## config.mk

```make
export PLATFORM = sky130hd
export DESIGN_NAME = btn_reader
export DESIGN_NICKNAME = d
export VERILOG_FILES = /design/src/rtl/led_pkg.sv /design/src/rtl/btn_debounce.sv /design/src/rtl/btn_reader.sv
export SDC_FILE = /design/constraint.sdc
export NUM_CORES = 1
export LEC_CHECK = 0
export ABC_AREA = 1
export BUFFER_PORTS_ARGS = -buffer_cell sky130_fd_sc_hd__buf_4
export CORE_ASPECT_RATIO = 0.6
export CORE_MARGIN = 1.5
export CORE_UTILIZATION = 64
export DETAILED_ROUTE_END_ITERATION = 6
export PLACE_DENSITY = 0.87
export SKIP_CTS_REPAIR_TIMING = 1
export SLEW_MARGIN = 20
export SYNTH_ARGS = -nofsm -noshare
export SYNTH_HDL_FRONTEND = slang
export SYNTH_HIERARCHICAL = 1
export SYNTH_SLANG_ARGS = --single-unit
```

## constraint.sdc

```tcl
create_clock -name CLK -period 2.6 [get_ports CLK]
set_input_delay 0.39 -clock CLK [delete_from_list [all_inputs] [get_ports CLK]]
set_output_delay 0.39 -clock CLK [all_outputs]
set_load 0.03 [all_outputs]
```

## src/rtl/led_pkg.sv

```systemverilog
// Shared constants for the button reader.
//   STEP_DEFAULT  : debounce stability window in clock cycles
//   WIDTH_DEFAULT : number of button inputs
//   DEPTH_DEFAULT : event FIFO entries (power of two)
//   IDX_W         : index width for the default button count
//   idx_width()   : index width for any count, never narrower than 1 bit
package led_pkg;

  localparam int STEP_DEFAULT  = 10;
  localparam int WIDTH_DEFAULT = 8;
  localparam int DEPTH_DEFAULT = 4;

  function automatic int idx_width(input int n);
    return (n > 1) ? $clog2(n) : 1;
  endfunction

  localparam int IDX_W = idx_width(WIDTH_DEFAULT);

endpackage

```

## src/rtl/btn_debounce.sv

```systemverilog
// One button channel: 2-flop synchronizer followed by a stability counter.
// Ports:
//   clk_i   : clock, all logic on posedge
//   rst_i   : synchronous active-high reset
//   btn_i   : raw asynchronous button level (1 = pressed)
//   state_o : debounced level, registered
//   rise_o  : one-cycle pulse, high in the cycle after state_o goes 0->1
module btn_debounce
  import led_pkg::*;
#(
  parameter int STEP = STEP_DEFAULT
) (
  input  logic clk_i,
  input  logic rst_i,
  input  logic btn_i,
  output logic state_o,
  output logic rise_o
);

  logic        sync1_q, sync2_q;
  logic        state_q, state_d;
  logic        rise_q, rise_d;
  logic [31:0] cnt_q, cnt_d;

  // The counter only grows while the synced level disagrees with state_q and
  // clears on reaching STEP-1, so it can never wrap.
  always_comb begin
    // NOTE: every output of this block gets a default first, so no path can
    // leave a value unassigned and infer a latch.
    state_d = state_q;
    rise_d  = 1'b0;
    cnt_d   = '0;
    if (sync2_q != state_q) begin
      if (cnt_q == 32'(STEP - 1)) begin
        state_d = sync2_q;
        rise_d  = sync2_q;
      end else begin
        cnt_d = cnt_q + 32'd1;
      end
    end
  end

  // NOTE: registers use non-blocking assignments so every flop samples the
  // pre-edge value of its neighbours, which is what makes the 2-flop chain work.
  always_ff @(posedge clk_i) begin
    if (rst_i) begin
      sync1_q <= 1'b0;
      sync2_q <= 1'b0;
      state_q <= 1'b0;
      rise_q  <= 1'b0;
      cnt_q   <= '0;
    end else begin
      sync1_q <= btn_i;
      sync2_q <= sync1_q;
      state_q <= state_d;
      rise_q  <= rise_d;
      cnt_q   <= cnt_d;
    end
  end

  assign state_o = state_q;
  assign rise_o  = rise_q;

endmodule

```

## src/rtl/btn_reader.sv

```systemverilog
// Debounced button reader with a press-event FIFO.
// Each button is debounced by its own btn_debounce. Presses (0->1 of the
// debounced level) set a pending bit; the lowest pending index is moved into
// the FIFO, one per cycle, whenever the FIFO has room.
// Ports:
//   CLK       : clock, all logic on posedge
//   RST       : synchronous active-high reset
//   BTN       : raw button levels, WIDTH bits, 1 = pressed
//   STATE     : debounced button levels, registered
//   EVT_VALID : FIFO non-empty
//   EVT_DATA  : index of the oldest press event (valid with EVT_VALID)
//   EVT_READY : consumer accepts the head event
//   OVF       : sticky, a press hit an already pending bit
module btn_reader
  import led_pkg::*;
#(
  parameter int STEP  = STEP_DEFAULT,
  parameter int WIDTH = WIDTH_DEFAULT,
  parameter int DEPTH = DEPTH_DEFAULT
) (
  input  logic                        CLK,
  input  logic                        RST,
  input  logic [WIDTH-1:0]            BTN,
  output logic [WIDTH-1:0]            STATE,
  output logic                        EVT_VALID,
  output logic [idx_width(WIDTH)-1:0] EVT_DATA,
  input  logic                        EVT_READY,
  output logic                        OVF
);

  localparam int IW = idx_width(WIDTH);
  localparam int PW = idx_width(DEPTH);
  localparam int CW = PW + 1;

  logic [WIDTH-1:0] state_w, rise_w;

  for (genvar i = 0; i < WIDTH; i++) begin : g_deb
    btn_debounce #(.STEP(STEP)) u_deb (
      .clk_i   (CLK),
      .rst_i   (RST),
      .btn_i   (BTN[i]),
      .state_o (state_w[i]),
      .rise_o  (rise_w[i])
    );
  end

  logic [WIDTH-1:0] pending_q, pending_d;
  logic             ovf_q, ovf_d;
  logic [PW-1:0]    wr_ptr_q, rd_ptr_q;
  logic [CW-1:0]    count_q, count_d;
  logic [IW-1:0]    mem [DEPTH];
  logic [IW-1:0]    sel_idx;
  logic             full, wr_en, rd_en;

  // Lowest set pending bit; scanning downward lets the lowest index win.
  always_comb begin
    sel_idx = '0;
    for (int i = WIDTH - 1; i >= 0; i--) begin
      if (pending_q[i]) sel_idx = IW'(i);
    end
  end

  // A full FIFO blocks the write even if a pop frees a slot this same edge.
  assign full  = (count_q == CW'(DEPTH));
  assign wr_en = (|pending_q) && !full;
  assign rd_en = (count_q != '0) && EVT_READY;

  always_comb begin
    pending_d = pending_q;
    if (wr_en) pending_d[sel_idx] = 1'b0;
    // New presses are applied after the clear, so a press landing on the bit
    // being drained is kept as a new pending event rather than dropped.
    pending_d = pending_d | rise_w;
    ovf_d     = ovf_q | (|(rise_w & pending_q));

    count_d = count_q;
    case ({wr_en, rd_en})
      2'b10:   count_d = count_q + CW'(1);
      2'b01:   count_d = count_q - CW'(1);
      default: count_d = count_q;
    endcase
  end

  always_ff @(posedge CLK) begin
    if (RST) begin
      pending_q <= '0;
      ovf_q     <= 1'b0;
      wr_ptr_q  <= '0;
      rd_ptr_q  <= '0;
      count_q   <= '0;
    end else begin
      pending_q <= pending_d;
      ovf_q     <= ovf_d;
      count_q   <= count_d;
      if (wr_en) wr_ptr_q <= wr_ptr_q + PW'(1);
      if (rd_en) rd_ptr_q <= rd_ptr_q + PW'(1);
    end
  end

  // NOTE: the storage array has no reset; an entry is only ever read after it
  // has been written, because EVT_VALID is derived from the reset occupancy.
  always_ff @(posedge CLK) begin
    if (wr_en) mem[wr_ptr_q] <= sel_idx;
  end

  assign STATE     = state_w;
  assign EVT_VALID = (count_q != '0);
  assign EVT_DATA  = mem[rd_ptr_q];
  assign OVF       = ovf_q;

endmodule

```

==> qor.csv <==
stage,metric,value,unit
grt,overall routing resource usage,30.5,%
power,peak supply drop,0.000749,V
grt,largest net degree at the start of global routing,42,
critical_path,Crit. End Element,primary output,
logic_synthesis,Syn Std Cell Area,18800,um^2
route,number of remaining DRC errors,0,
die,die height,136,um
status,run status,"complete, no violations",
logic_synthesis,Synth Instances,3045,
die,cell row count,48,
die,Ports,24,
finish,Non-Filler Instances,3474,
finish,layout cells sized above 1,7.26,%
sta,Tmin final,2150,ps
clock_network,clk root buf,clkbuf_16,
grt,initial antenna violation count,0,
grt,vias in the first global route,16301,
logic_synthesis,Synth cell types,35,
placement,Final HPWL DP,35300,um
power,P_leak,7.92,nW
critical_path,CP Data Arrival Time,1760,ps
sta,Final Max Slew Viols,0,
clock_network,CTS Buf Count,30,
route,via/cell ratio,5.25,
route,ANT nets after route,0,
clock_network,CTS tree,done,
sta,Tcrit/Tclk final,82.6,%
route,drt pass-1 iters,7,
die,core box area,28800,um^2
sta,unrepaired setup endpoints after global routing,false,
logic_synthesis,Synth Register Bits,318,
route,Total Wirelength,46700,um
sta,top achievable clock speed,465,MHz
die,starting density of the core,65.2,%
logic_synthesis,syn avg cell area,6.16,um^2
route,wire per inst,13.5,um
die,die area,30400,um^2
sta,final hold slack,8.36,ps
job,max-cap viol count,0,
sta,final setup violation count,0,
grt,first-pass GRT wire length,76900,um
clock_network,CTS max path bufs,3,
finish,Layout area overhead,8.00,%
clock_network,clock transition at the registers of the reported paths,70,ps
placement,Port Buffers,23,
clock_network,Sink Count,318,
critical_path,CP Launch Type,flip-flop,
finish,diodes inserted,0,
route,DR vias,18228,
clock_network,H-tree lvl count,1,
sta,Final Hold Fails,0,
logic_synthesis,post-synth net total,3078,
sta,Total Negative Setup Slacks,0,ps
critical_path,Worst Path Required,2210,ps
route,1st-iter DRT viols,1878,
die,die width,224,um
sta,relative slew slack,52.9,%
logic_synthesis,Ys Warns,6,
finish,"Net count, final",3108,
power,Pwr Density,503,nW/um^2
sta,worst setup skew after layout,11.1,ps
finish,Finished Core Util,70.5,%
critical_path,Setup Crit Path Kind,flip-flop to primary output,
logic_synthesis,sequential area share after synthesis,34.6,%
placement,Placed Cells,3418,
hold_path,Hold Path Class,primary input to flip-flop,
grt,remaining global-route overflow,0,
clock_network,clk_lat worst skew,590,ps
placement,GPL Wtd Cong,0.975,
power,Pwr Total,10.2,mW
sta,slew at the pin closest to its max-slew limit,703,ps
critical_path,Critical Path Fanout Max,7,
-- logic make-up (layout without fill, tap and decap cells) --
kind of cell | Yosys count | in the layout | share of synthesized area, %
AOI/OAI and AO/OA | 67 | 67 | 2.44
xor gates and xnor gates | 120 | 120 | 5.60
adders and majority gates | 22 | 22 | 1.51
buffers and inverters | 402 | 456 | 8.85
DFF | 318 | 318 | 34.6
and+or+nand+nor | 2116 | 2116 | 47.0
-- cells in the final DEF (no fill, tap or decap), types with 2 or more instances in the layout --
cell and n:
nor2_4 33, nand3b_1 24, clkbuf_16 31, o21ai_4 8, a31oi_1 2, buf_4 24
nor2_2 67, nand3_1 141, nand4_1 24, a21oi_1 13, nor3b_1 3, clkinv_1 4
nor3_1 34, nand2_1 977, dfxtp_1 306, nor2_1 779, clkbuf_1 5, ha_1 21
bufinv_16 7, xnor2_1 72, o22ai_1 3, inv_1 367, o21ai_0 34, clkbuf_8 3
nand2_2 33, xor2_1 48, edfxtp_1 12, inv_2 8, clkinv_2 4
-- area by class of cell --
class / count / area [um^2]
flip-flops and latches: 318 / 6490
clock inverters: 17 / 264
clock buffers: 39 / 836
multi-input cells: 2325 / 10600
well taps: 375 / 469
inverters: 376 / 1410
repair buffers: 24 / 180
fillers: 2465 / 8500
-- metrics by stage --
stage / setup slack [ps] / area [um^2]
after floorplan: 661 / 18800
after global placement: 482 / 19200
after detailed placement: 474 / 19200
after CTS: 447 / 20300
after global routing: 273 / 20300
final: 451 / 20300
-- cells in the mapped netlist, drive strengths merged --
cell type     n  area (um^2)
o22ai         3         18.8
a221oi        1         8.76
nand3b       24          180
nor3b         3         22.5
a21oi        14         73.8
nor2        879         3710
nand4        24          150
nor3         35          180
inv         376         1410
a31oi         2         12.5
o21bai        1         7.51
buf          24          240
nand3       141          706
o21ai        43          309
edfxtp       12          360
clkbuf        2         7.51
nand2      1010         3870
a211oi        2         20.0
xor2         48          420
fa            1         20.0
dfxtp       306         6130
xnor2        72          631
ha           21          263
o21a          1         7.51
-- layer usage --
layer  GRT usage (%)  part of all wire [%]  up-vias
met5               0                     0        -
met4            6.83                   1.7        0
met3            5.49                   9.8       72
met2            47.0                    42      772
met1            44.3                    47     8126
li1                -                     -     9258
-- registers in the layout, summed over array words and instances, names as in the netlist, named ones only --
name	count
g_deb.u_deb/rise_o	8
OVF	1
g_deb.u_deb/sync2_q	8
rd_ptr_q	2
g_deb.u_deb/cnt_q	256
wr_ptr_q	2
mem	12
pending_q	8
count_q	3
g_deb.u_deb/sync1_q	8
g_deb.u_deb/state_o	8
-- report_power, final --
group          total, mW  switching, mW  leakage [nW]  internal (mW)
registers           4.96         0.0280          2.58           4.93
logic              0.322          0.224          4.80         0.0979
clock network       4.92           1.96         0.537           2.95
-- worst paths after layout --
check                                            start                     end  slack, ps  cells past startpoint
worst min-delay path                            BTN[4]  g_deb[4].u_deb/sync1_q          8                      3
worst min register to register  g_deb[5].u_deb/sync1_q  g_deb[5].u_deb/sync2_q        400                      2
worst max-delay path                         flip-flop             EVT_DATA[2]        450                      4
worst max register to register            pending_q[0]              count_q[2]        450                     12
-- critical path: stages, from the launching register on --
cell     delay [ps]
dfxtp_1         370
inv_1           160
o21ai_0         120
o22ai_1         300
buf_4           230
Power figures use the tool's default switching activity.
